## config.mk

```make
export PLATFORM = sky130hd
export DESIGN_NAME = fifo_word_packer
export DESIGN_NICKNAME = d
export VERILOG_FILES = /design/src/rtl/fifo_pkg.sv /design/src/rtl/fifo_word_packer.sv
export SDC_FILE = /design/constraint.sdc
export NUM_CORES = 1
export LEC_CHECK = 0
export ABC_CLOCK_PERIOD_IN_PS = 3400
export BUFFER_PORTS_ARGS = -buffer_cell sky130_fd_sc_hd__buf_2
export CAP_MARGIN = 20
export CORE_ASPECT_RATIO = 0.75
export CORE_MARGIN = 4
export CORE_UTILIZATION = 45
export CTS_CLUSTER_DIAMETER = 60
export DETAILED_ROUTE_END_ITERATION = 12
export PLACE_DENSITY = 0.7
export SYNTH_ARGS = -nofsm -noshare
export SYNTH_HDL_FRONTEND = slang
export SYNTH_SLANG_ARGS = --single-unit
```

## constraint.sdc

```tcl
create_clock -name clk -period 3.4 [get_ports clk]
set_clock_uncertainty 0.15 [all_clocks]
set_input_delay 0.68 -clock clk [delete_from_list [all_inputs] [get_ports clk]]
set_output_delay 0.68 -clock clk [all_outputs]
set_load 0.005 [all_outputs]
```

## src/rtl/fifo_pkg.sv

```systemverilog
`default_nettype none
// ============================================================================
// Module   : fifo_pkg
// Brief    : Shared types, constants and helpers for the FIFO word packer.
// Revision : 1.0 - initial release
// ============================================================================
package fifo_pkg;

    // Packer FSM encoding: an explicit one-bit state type.
    typedef enum logic [0:0] {
        IDLE = 1'b0,
        SEND = 1'b1
    } packer_state_t;

    // Default header width and tag prepended to each readout word.
    localparam int         HDR_BITS_DEFAULT = 2;
    localparam logic [1:0] HDR_TAG_DEFAULT  = 2'b11;

    // Bytes needed to carry one header-tagged word, rounded up.
    function automatic int nbytes(input int width, input int hdr);
        return (width + hdr + 7) / 8;
    endfunction

endpackage
`default_nettype wire

```

## src/rtl/fifo_word_packer.sv

```systemverilog
`default_nettype none
// ============================================================================
// Module   : fifo_word_packer
// Brief    : Pops words from a fall-through FIFO, prepends a header tag and
//            streams each frame MSB-first as bytes over valid/ready.
// Revision : 1.0 - initial release
// ============================================================================
module fifo_word_packer
    import fifo_pkg::*;
#(
    parameter int                  WIDTH     = 30,
    parameter int                  HDR_BITS  = HDR_BITS_DEFAULT,
    parameter logic [HDR_BITS-1:0] HDR_TAG   = HDR_TAG_DEFAULT,
    parameter int                  NBYTES    = nbytes(WIDTH, HDR_BITS),
    parameter int                  CNT_WIDTH = 16
) (
    input  logic                 clk,
    input  logic                 res_n,
    input  logic                 enable,
    input  logic [WIDTH-1:0]     fifo_data,
    input  logic                 fifo_empty,
    output logic                 fifo_rd,
    output logic [7:0]           out_data,
    output logic                 out_valid,
    input  logic                 out_ready,
    output logic                 busy,
    output logic [CNT_WIDTH-1:0] words_sent
);

    localparam int                FRAME_W  = NBYTES * 8;
    localparam int                IDX_W    = (NBYTES > 1) ? $clog2(NBYTES) : 1;
    localparam logic [IDX_W-1:0]  LAST_IDX = IDX_W'(NBYTES - 1);

    packer_state_t         r_state;
    packer_state_t         w_next_state;
    logic [FRAME_W-1:0]    r_frame;
    logic [FRAME_W-1:0]    w_load;
    logic [IDX_W-1:0]      r_idx;
    logic [CNT_WIDTH-1:0]  r_words_sent;
    logic                  w_accept;
    logic                  w_last_accept;
    logic                  w_pop;

    // Handshake qualifiers: a byte moves only while a frame is in flight.
    assign w_accept      = (r_state == SEND) && out_ready;
    assign w_last_accept = w_accept && (r_idx == LAST_IDX);

    // Frame image: tag and word left-aligned, zero padding in the low bits.
    always_comb begin
        w_load = '0;
        w_load[FRAME_W-1 -: WIDTH+HDR_BITS] = {HDR_TAG, fifo_data};
    end

    // State register.
    always_ff @(posedge clk or negedge res_n) begin
        if (!res_n) begin
            r_state <= IDLE;
        end else begin
            r_state <= w_next_state;
        end
    end

    // Next state: a pop always lands in SEND; the last accept without a pop returns to IDLE.
    always_comb begin
        w_next_state = r_state;
        case (r_state)
            IDLE: begin
                if (w_pop) begin
                    w_next_state = SEND;
                end
            end
            SEND: begin
                if (w_last_accept && !w_pop) begin
                    w_next_state = IDLE;
                end
            end
            default: w_next_state = IDLE;
        endcase
    end

    // Pop strobe: idle, or on the last-byte accept for a bubble-free follow-on word.
    always_comb begin
        w_pop = 1'b0;
        if (enable && !fifo_empty) begin
            w_pop = (r_state == IDLE) || w_last_accept;
        end
    end

    // Frame shifter, byte index and sent-word counter.
    always_ff @(posedge clk or negedge res_n) begin
        if (!res_n) begin
            r_frame      <= '0;
            r_idx        <= '0;
            r_words_sent <= '0;
        end else begin
            if (w_pop) begin
                r_frame <= w_load;
                r_idx   <= '0;
            end else if (w_accept) begin
                // Shifting the last byte out leaves an all-zero frame in IDLE.
                r_frame <= r_frame << 8;
                r_idx   <= (r_idx == LAST_IDX) ? '0 : r_idx + IDX_W'(1);
            end
            if (w_last_accept) begin
                r_words_sent <= r_words_sent + CNT_WIDTH'(1);
            end
        end
    end

    // The output byte is the top of the shift register, so it is registered and
    // only moves on an accept or a load.
    assign out_data   = r_frame[FRAME_W-1 -: 8];
    assign out_valid  = (r_state == SEND);
    assign busy       = (r_state != IDLE);
    assign fifo_rd    = w_pop;
    assign words_sent = r_words_sent;

endmodule
`default_nettype wire

```

==> results of run 1 <==
kinds of logic after synthesis:
group	share of synthesized area
simple gates	0.1475
compound gates	0.1480
flops	0.5571
buf+inv	0.06991
xor+xnor	0.05735
mux	0.009284
fa+ha+maj	0.01092
routing by layer:
layer  wire (µm)  up-vias  track usage
met5           0        -            0
li1            -      873            -
met1        2390      832       0.2272
met2        2126       48       0.2434
met4          51        0      0.05093
met3         273        5      0.04230
cells in the final DEF (no fill, tap or decap), types with 4 or more instances in the layout:
cell	count
dfrtp_1	51
nor2_1	24
nand3_1	10
xnor2_1	13
a22o_1	8
buf_2	61
buf_4	4
nand2_1	32
a21oi_1	44
clkbuf_8	5
where the power goes:
part,switching (mW),internal [mW]
Clock,0.196,0.215
Combinational,0.317,0.260
Sequential,0.135,0.805
layout make-up:
| cell class | count | area, µm² | share of cell area |
|---|---|---|---|
| sequential | 51 | 1276 | 0.4793 |
| multi-input combinational | 155 | 854.6 | 0.3210 |
| timing repair buffer | 65 | 335.3 | 0.1259 |
| tap | 60 | 75.07 | 0.02820 |
| clock buffer | 5 | 68.82 | 0.02585 |
| clock inverter | 2 | 37.54 | 0.01410 |
| inverter | 4 | 15.01 | 0.005639 |
path summary, 6_finish.rpt:
path                       cells past startpoint             end           start  slack (ns)
setup / recovery                               6         fifo_rd        r_idx[0]        0.85
hold / removal                                 1      r_frame[6]           res_n        0.22
setup reg to reg                               8     r_frame[15]        r_idx[0]        1.30
hold reg to reg                                1  words_sent[11]  words_sent[11]        0.34
max in group asynchronous                      2      r_frame[0]           res_n        2.14
min in group clk                               1  words_sent[11]  words_sent[11]        0.34
worst reg2reg max path, delay by kind of cell, from the launching register on:
| family | cells | cell delay [ns] |
|---|---|---|
| and+or+nand+nor | 1 | 0.06 |
| AOI/OAI and AO/OA | 3 | 0.55 |
| DFF | 1 | 0.43 |
| buffers and inverters | 3 | 0.56 |
| adders and majority gates | 1 | 0.25 |
sequential cells by signal (all words and copies together), names as in the netlist:
name and flops:
r_frame 32, words_sent 16, r_idx 2, busy 1
cells in the mapped netlist:
library cell   n  area (µm²)
buf_2          2       10.01
o21a_1         1       7.510
buf_1          2       7.510
nand3_1       10       50.05
nand2_1       32       120.1
o21ai_0        1       5.000
nand4_1        3       18.77
a22o_1         8       70.07
buf_4         11       82.58
a21bo_2        1       10.01
o22a_1         2       17.52
clkbuf_1       3       11.26
mux2_2         1       11.26
inv_1          3       11.26
buf_6          3       33.78
and3_1         2       12.51
and4_1         2       17.52
nand2b_1       2       12.51
a21oi_1       44       220.2
and2_1         1       6.260
mux2i_1        1       10.01
nor2_1        24       90.09
nor3_1         2       10.01
xor2_1         2       17.52
inv_2          1       3.750
dfrtp_1       51        1276
xnor2_1       13       113.9
o21ai_2        1       8.760
ha_1           2       25.02
stage by stage:
| stage | util | power, mW | std cells |
|---|---|---|---|
| final | 0.5434 | 1.928 | 342 |
| after CTS | 0.5434 | 1.948 | 342 |
| after floorplan | - | 1.383 | 231 |
| after global placement | 0.5217 | 1.510 | 335 |
| after detailed placement | 0.5217 | 1.532 | 335 |
| after global routing | 0.5434 | 2.084 | 342 |
==> results.cfg, run 1 <==
[place]
globalplace.congestion = 0.7272
placed_area_mm2 = 0.002556
dp_slack_ns = 1.034
portBuffers = 61
hpwl_um = 3448

[route]
drtAntennaViolNets = 0
drtIter0Drc = 99
vias = 1758
wirelength_um = 4842
routed_via_density = 5.140
drc = 0
firstDrtPassIters = 4
wl_per_cell_um = 14.16

[cells_and_area]
diodes = 0
final_area_mm2 = 0.002663
nFillCells = 461
drive_gt1_frac = 0.2695
fin_nets = 319
area_growth_pct = 16.22

[yosys]
mappedNetlistNets = 268
ys_seq_area_frac = 0.5571
netlist_area_mm2 = 0.002291
yosysUniqueCellTypes = 29
synth.avg_cell_area_um2 = 9.918
syn_inst = 231
yosys_warnings = 0
ys_seq_elements = 51

[setup_path]
cpPeakStageDelay_ns = 0.43
path_buf_inv = 3
crit_path_cell_trace = ha_1 -> a21bo_2 -> nand2b_1 -> buf_4 -> inv_2 -> buf_2
worst-setup-path-type = reg2out
crit_path_top_delay_cell = dfrtp_1
crit_arrival_ns = 1.72
path_max_fanout = 25
cp_top_family = buffers and inverters
startpoint_type = register
critPathRequiredTime_ns = 2.57
end_kind = primary output

[timing]
setup_slack_ns = 0.8501
grt_setup_unrepaired = no
worst-slew-pin-transition_ns = 1.012
hold_viol = 0
fin_crit_sh = 0.7500
period_needed_ns = 2.550
drv_slew = 0
hold_slack_ns = 0.2199
fmax_mhz = 392.2
setup-tns-final_ns = 0
slew-limit-headroom = 0.3254
setup_viol = 0

[floorplanning]
rows = 22
dieHeight_um = 69.79
floorplan.initialDensity = 0.4676
dieArea_mm2 = 0.006308
ios = 62
die_width_um = 90.39
core_area_mm2 = 0.004900

[clocking]
cts-resized-gates = 0
cts.sinks = 51
clk_pin_slew_ns = 0.09
cts-htree-levels = 2
cts-root-buf = clkbuf_8
clockBufferDepth = 2
cts_buffers = 5
postCtsSetupBuffers = 0
clk_latency_ns = 0.30
cts_tree = built
postCtsHoldBufs = 0

[run]
max_cap_violations = 0

[power]
vdd_drop_max_mv = 0.3090
power.density_mw_per_mm2 = 724.1
leakage_nw = 1.326

[global_routing]
grt_max_degree = 32
grt.overflow.total = 0
grt_pass1_wl_um = 8231
track_usage = 0.1612
grt_pass1_vias = 1738
antenna_found_initial = 0

[hold_path]
hp-class = in2async

[status]
status = finished clean
Power figures use the tool's default switching activity.
==> inputs of run 2 (changes only) <==
--- a/config.mk
+++ b/config.mk
@@ -5,7 +5,8 @@
 export SDC_FILE = /design/constraint.sdc
 export NUM_CORES = 1
 export LEC_CHECK = 0
-export ABC_CLOCK_PERIOD_IN_PS = 3400
+export ABC_AREA = 1
+export ABC_CLOCK_PERIOD_IN_PS = 2100
 export BUFFER_PORTS_ARGS = -buffer_cell sky130_fd_sc_hd__buf_2
 export CAP_MARGIN = 20
 export CORE_ASPECT_RATIO = 0.75
@@ -13,7 +14,7 @@
 export CORE_UTILIZATION = 45
 export CTS_CLUSTER_DIAMETER = 60
 export DETAILED_ROUTE_END_ITERATION = 12
-export PLACE_DENSITY = 0.7
+export PLACE_DENSITY = 0.71
 export SYNTH_ARGS = -nofsm -noshare
 export SYNTH_HDL_FRONTEND = slang
 export SYNTH_SLANG_ARGS = --single-unit
==> constraint.sdc (replaced) <==
create_clock -name clk -period 2.1 [get_ports clk]
set_clock_uncertainty 0.15 [all_clocks]
set_input_delay 0.42 -clock clk [delete_from_list [all_inputs] [get_ports clk]]
set_output_delay 0.42 -clock clk [all_outputs]
set_load 0.005 [all_outputs]
==> run 2 against run 1 <==
Net effect: critical path depth is the same; combinational power increased by 44%; final area rose by 14%; synthesized cell count up 53%; clock-buffer cell count grew 2; first-iteration DRC count increased by 78%; hold slack got worse by 0.16 ns; synthesized area rose by 15%; utilization rose by 0.88 points; routed wire length grew 12%; sequential share of layout area decreased by 5.8 points; sequential power grew 46%; critical endpoint unchanged.
==> results.cfg, run 2 <==
[clocking]
cts.sinks = 51
clk_latency_ns = 0.30
cts-htree-levels = 2
cts_buffers = 5
cts_tree = built
cts-root-buf = clkbuf_8
clockBufferDepth = 2
clk_pin_slew_ns = 0.09

[power]
seqPwrFrac = 0.500
leakage_nw = 1.807
power_switching_mw = 0.9504
pwr-share-clk = 0.197
power.density_mw_per_mm2 = 901.9
internal-power_mw = 1.787
vdd_drop_max_mv = 0.4189
power_switching_share = 0.3472
combPwrFrac = 0.303

[place]
globalplace.congestion = 0.8599
dp_slack_ns = 0.2671
placed_cells = 475
portBuffers = 61
hpwl_um = 3936

[setup_path]
path_common_cell = nand2_2
startpoint_type = register
end_kind = primary output
setup.worst_path.start = r_idx[1]
crit_path_cell_trace = ha_2 -> nand3_4 -> nand2_2 -> nand2_2 -> inv_6 -> buf_2
crit_path_top_delay_cell = dfrtp_1
crit_arrival_ns = 1.47
r2r_end = r_frame[18]
endpoint = fifo_rd
critPathRequiredTime_ns = 1.53
path_depth = 6
rr_worst_depth = 9
cp_top_family = flip-flops
rr_startpoint = r_idx[1]
worst-setup-path-type = reg2out
path_buf_inv = 2
path_max_fanout = 10
cpPeakStageDelay_ns = 0.39
reg2reg_slack_ns = 0.39

[cells_and_area]
final_cell_mix = 138 x nand2_1, 62 x inv_1, 61 x buf_2, 50 x dfrtp_1, 29 x nand3_1
fin_cells = 483
post-route-util = 0.5522
top_register = r_frame
fin_nets = 444
diodes = 0
largest_register_ffs = 32
layout.cells.most_common = nand2_1
drive_gt1_frac = 0.2010
area_growth_pct = 15.47

[timing]
worst-slew-pin-transition_ns = 0.6381
drv_slew = 0
slew-limit-headroom = 0.5746
hold_viol = 0
setup_viol = 0
setup-tns-final_ns = 0
fmax_mhz = 491.1
setup_slack_ns = 0.06383
hold_slack_ns = 0.06018
fin_crit_sh = 0.9696
period_needed_ns = 2.036

[route]
firstDrtPassIters = 5
routed_via_density = 4.497
drtAntennaViolNets = 0
drtIter0Drc = 176
vias = 2172
wirelength_um = 5421
wl_per_cell_um = 11.22
drc = 0

[yosys]
synth_top_cell_by_area = dfrtp_1
synth_async_sr_flop_share = 1.000
synth.avg_cell_area_um2 = 7.447
ys_seq_elements = 51
synth.top_cell.area_share = 0.4855
mappedNetlistNets = 390
syn_inst = 353
ys_seq_area_frac = 0.4855
synth_edf_count = 0
ys_top_cells_by_count = 139 x nand2_1, 62 x inv_1, 51 x dfrtp_1, 29 x nand3_1, 13 x nor2_1
synth_top_flop_cell = dfrtp_1
yosysUniqueCellTypes = 22
synth.most_common_cell = nand2_1
netlist_area_mm2 = 0.002629
synth_area_leaders = dfrtp_1 49%, nand2_1 20%, inv_1 8.9%, nand3_1 5.5%, buf_4 2.9%
yosys_warnings = 0

[global_routing]
antenna_found_initial = 0
grt_pass1_wl_um = 9301
track_usage = 0.1667
grt_max_degree = 52
grt_pass1_vias = 2111
grt.overflow.total = 0

[floorplanning]
die_width_um = 96.26
dieHeight_um = 74.19
ios = 62
rows = 23
floorplan.initialDensity = 0.4783
core_area_mm2 = 0.005497
dieArea_mm2 = 0.007141

[run]
max_cap_violations = 0

[status]
status = finished clean

[hold_path]
hp-class = in2async
==> run 2: changes by cell type after synthesis, moves of 11 or more <==
| cell | before | now |
|---|---|---|
| a21oi_1 | 44 | 1 |
| inv_1 | 3 | 62 |
| nand2_1 | 32 | 139 |
| nand3_1 | 10 | 29 |
| nor2_1 | 24 | 13 |
| o21ai_0 | 1 | 12 |
| xnor2_1 | 13 | 2 |
==> run 2: per-stage QoR <==
stage,power [mW],cell area [µm²]
5_1_grt,2.998,3035
3_5_place_dp,2.211,2945
2_1_floorplan,1.985,2629
4_1_cts,2.766,3027
6_report,2.738,3035
3_3_place_gp,2.182,2945
==> run 2: metal layers <==
layer,share of wire,GRT usage,up-vias,wire (µm)
li1,-,-,1149,-
met4,0.0096,0.04259,0,52
met5,0,0,-,0
met1,0.48,0.2322,959,2622
met2,0.45,0.2647,59,2462
met3,0.052,0.03842,5,284
==> run 2: kinds of logic (layout without fill, tap and decap cells) <==
family,count (synthesis),count (layout),synth area share
compound gates,14,14,0.02665
xor+xnor,9,9,0.02999
fa+ha+maj,2,2,0.009518
buf+inv,83,138,0.1428
flops,51,51,0.4855
simple gates,194,194,0.3056
==> run 2: final cells by class <==
cell class / instances / area (µm²)
Multi-Input combinational cell: 219 / 982.2
Clock buffer: 7 / 76.32
Fill cell: 550 / 2461
Timing Repair Buffer: 66 / 355.3
Sequential cell: 51 / 1277
Clock inverter: 1 / 5.005
Inverter: 64 / 245.2
Tap cell: 75 / 93.84
==> run 2: worst min path at each step <==
| stage | from | end | slack, ns | cells past startpoint |
|---|---|---|---|---|
| 2_1_floorplan | res_n | busy | -0.03 | 0 |
| 3_3_place_gp | r_frame[23] | r_frame[23] | 0.31 | 2 |
| 3_5_place_dp | r_frame[30] | r_frame[30] | 0.31 | 2 |
| 4_1_cts | res_n | words_sent[10] | 0.08 | 2 |
| 5_1_grt | res_n | words_sent[10] | 0.13 | 2 |
| 6_report | res_n | words_sent[14] | 0.06 | 2 |
==> run 2: power groups by stage <==
stage                     Combinational (mW)  Clock (mW)  Sequential (mW)
final                                  0.830       0.540             1.37
after global routing                   0.987       0.609             1.40
after CTS                              0.834       0.569             1.36
after detailed placement               0.833           0             1.38
after global placement                 0.809           0             1.37
after floorplan                        0.637           0             1.35
==> run 2: what timing repair did <==
| item | 4_1_cts | 5_1_grt |
|---|---|---|
| setup endpoints to repair | 0 | 1 |
| resized for setup | 0 | 4 |
| hold buffers | 0 | 0 |
| buffers inserted | 0 | 0 |
==> inputs of run 3 (changes only) <==
--- a/config.mk
+++ b/config.mk
@@ -5,7 +5,7 @@
 export SDC_FILE = /design/constraint.sdc
 export NUM_CORES = 1
 export LEC_CHECK = 0
-export ABC_AREA = 1
+export ABC_AREA = 0
 export ABC_CLOCK_PERIOD_IN_PS = 2100
 export BUFFER_PORTS_ARGS = -buffer_cell sky130_fd_sc_hd__buf_2
 export CAP_MARGIN = 20
@@ -14,7 +14,7 @@
 export CORE_UTILIZATION = 45
 export CTS_CLUSTER_DIAMETER = 60
 export DETAILED_ROUTE_END_ITERATION = 12
-export PLACE_DENSITY = 0.71
+export PLACE_DENSITY = 0.73
 export SYNTH_ARGS = -nofsm -noshare
 export SYNTH_HDL_FRONTEND = slang
 export SYNTH_SLANG_ARGS = --single-unit
==> run 3 against run 2 <==
Net effect: first-iteration DRC count decreased by 22%; sequential share of layout area grew 4.6 points; fmax is 0.33% higher; hold slack improved by 0.12 ns; global-route usage is 0.26 points lower; clock-buffer cell count fell by 1; non-clock buffer count increased by 5; critical endpoint unchanged; register-to-register slack worse by 0.11 ns; final area fell by 9.9%; routed wire length fell by 11%; largest power group unchanged; highest routed layer unchanged.
==> results.cfg, run 3 (synthesized netlist as in run 1, its figures left out) <==
[status]
status = finished clean

[timing]
period_needed_ns = 2.030
grt_setup_unrepaired = no
setup-tns-final_ns = 0
setup_viol = 0
hold_viol = 0
worst-slew-pin-transition_ns = 0.5631
slew-limit-headroom = 0.6246
fmax_mhz = 492.7
drv_slew = 0
fin_crit_sh = 0.9664

[setup_path]
crit_path_cell_trace = ha_2 -> a21bo_2 -> nand2b_4 -> inv_4 -> buf_2
r2r_end = r_frame[4]
startpoint_type = register
critPathRequiredTime_ns = 1.53
worst-setup-path-type = reg2out
path_depth = 5
rr_startpoint = r_idx[0]
cpPeakStageDelay_ns = 0.42
cp_top_family = flip-flops
rr_worst_depth = 6
end_kind = primary output
crit_arrival_ns = 1.46
path_max_fanout = 11
reg2reg_slack_ns = 0.28
crit_path_top_delay_cell = dfrtp_1
path_buf_inv = 2

[floorplanning]
core_area_mm2 = 0.004900
dieHeight_um = 69.79
rows = 22
ios = 62
die_width_um = 90.39
dieArea_mm2 = 0.006308
floorplan.initialDensity = 0.4676

[place]
globalplace.congestion = 0.7733
portBuffers = 61
placed_cells = 339
placed_area_mm2 = 0.002599
hpwl_um = 3432

[power]
vdd_drop_max_mv = 0.4222
power_switching_mw = 1.069
power_switching_share = 0.3454
power_mw = 3.094
pwr-share-clk = 0.193
internal-power_mw = 2.026
seqPwrFrac = 0.489
combPwrFrac = 0.318
power.density_mw_per_mm2 = 1131
leakage_nw = 1.361

[hold_path]
min_path_cells = 2
hp-start = fifo_data[0]
hold_end = r_frame[0]
hp-class = in2reg

[route]
wirelength_um = 4809
routed_via_density = 5.134
drc = 0
drtAntennaViolNets = 0
firstDrtPassIters = 4
vias = 1797
drtIter0Drc = 137
wl_per_cell_um = 13.74

[cells_and_area]
final_area_mm2 = 0.002735
area_growth_pct = 19.39
largest_register_ffs = 32
drive_gt1_frac = 0.2931
diodes = 0
fin_nets = 326
top_register = r_frame
layout.cells.most_common = buf_2
final_cell_mix = 61 x buf_2, 51 x dfrtp_1, 44 x a21oi_1, 32 x nand2_1, 24 x nor2_1
fin_cells = 350

[global_routing]
antenna_found_initial = 0
track_usage = 0.1641
grt_pass1_wl_um = 8300
grt_pass1_vias = 1702
grt_max_degree = 32
grt.overflow.total = 0

[clocking]
clk_latency_ns = 0.30
cts-root-buf = clkbuf_8
cts-htree-levels = 2
cts_tree = built
cts_buffers = 5
clk_pin_slew_ns = 0.09
clockBufferDepth = 2
cts.sinks = 51

[run]
max_cap_violations = 0
[run 3: cell count changes in the layout (fill, tap and decap cells not counted), sizes merged, moves of 4 or more]
| cell | previous run | this run |
|---|---|---|
| buf | 66 | 70 |
| a21oi | 1 | 44 |
| inv | 64 | 4 |
| xor2 | 7 | 2 |
| xnor2 | 2 | 13 |
| nand3 | 30 | 10 |
| nor2 | 15 | 24 |
| o21ai | 13 | 2 |
| a22o | 0 | 8 |
| nand2 | 141 | 32 |
[run 3: layer usage]
layer	wire length, µm	vias to the layer above	track usage
met1	2521	851	0.2502
met2	2002	47	0.2252
li1	-	894	-
met5	0	-	0
met3	236	5	0.04989
met4	49	0	0.04075
[run 3: timing repair]
item                                   CTS  global route
cloned                                   1             0
resized for setup                        4             0
hold buffers                             1             0
setup endpoints to repair                1             1
pin swaps                                0             1
endpoints found under the hold margin   23             0
setup buffers                            0             1
[run 3: power groups by stage]
stage,logic (mW),clock network [mW],registers [mW]
after CTS,0.995,0.611,1.51
after detailed placement,0.967,0,1.53
after global routing,1.14,0.658,1.55
after global placement,0.945,0,1.52
final,0.985,0.597,1.51
after floorplan,0.754,0,1.48
[run 3: how the worst max path moves through the flow]
stage	from	endpoint	slack, ns
3_3_place_gp	r_idx[0]	r_frame[16]	0.24
6_report	r_idx[0]	fifo_rd	0.07
3_5_place_dp	r_idx[0]	r_frame[16]	0.21
4_1_cts	r_idx[0]	fifo_rd	0.02
5_1_grt	r_idx[0]	fifo_rd	0.01
2_1_floorplan	r_idx[0]	fifo_rd	0.34
[run 3: area by class of cell]
class,count,area (µm²)
repair buffers,71,395.4
inverters,4,17.52
clock inverters,2,16.27
fillers,433,2165
well taps,60,75.07
flip-flops and latches,51,1276
clock buffers,6,82.58
repair inverters,1,7.507
multi-input cells,155,864.6
[run 3: per-stage QoR]
step | hold slack [ns] | setup WS [ns] | util
after floorplan | -0.02559 | 0.3386 | -
after global placement | 0.2960 | 0.2385 | 0.5304
after detailed placement | 0.3023 | 0.2144 | 0.5304
after CTS | 0.1766 | 0.02073 | 0.5567
after global routing | 0.1657 | 0.01072 | 0.5582
final | 0.1838 | 0.07047 | 0.5582
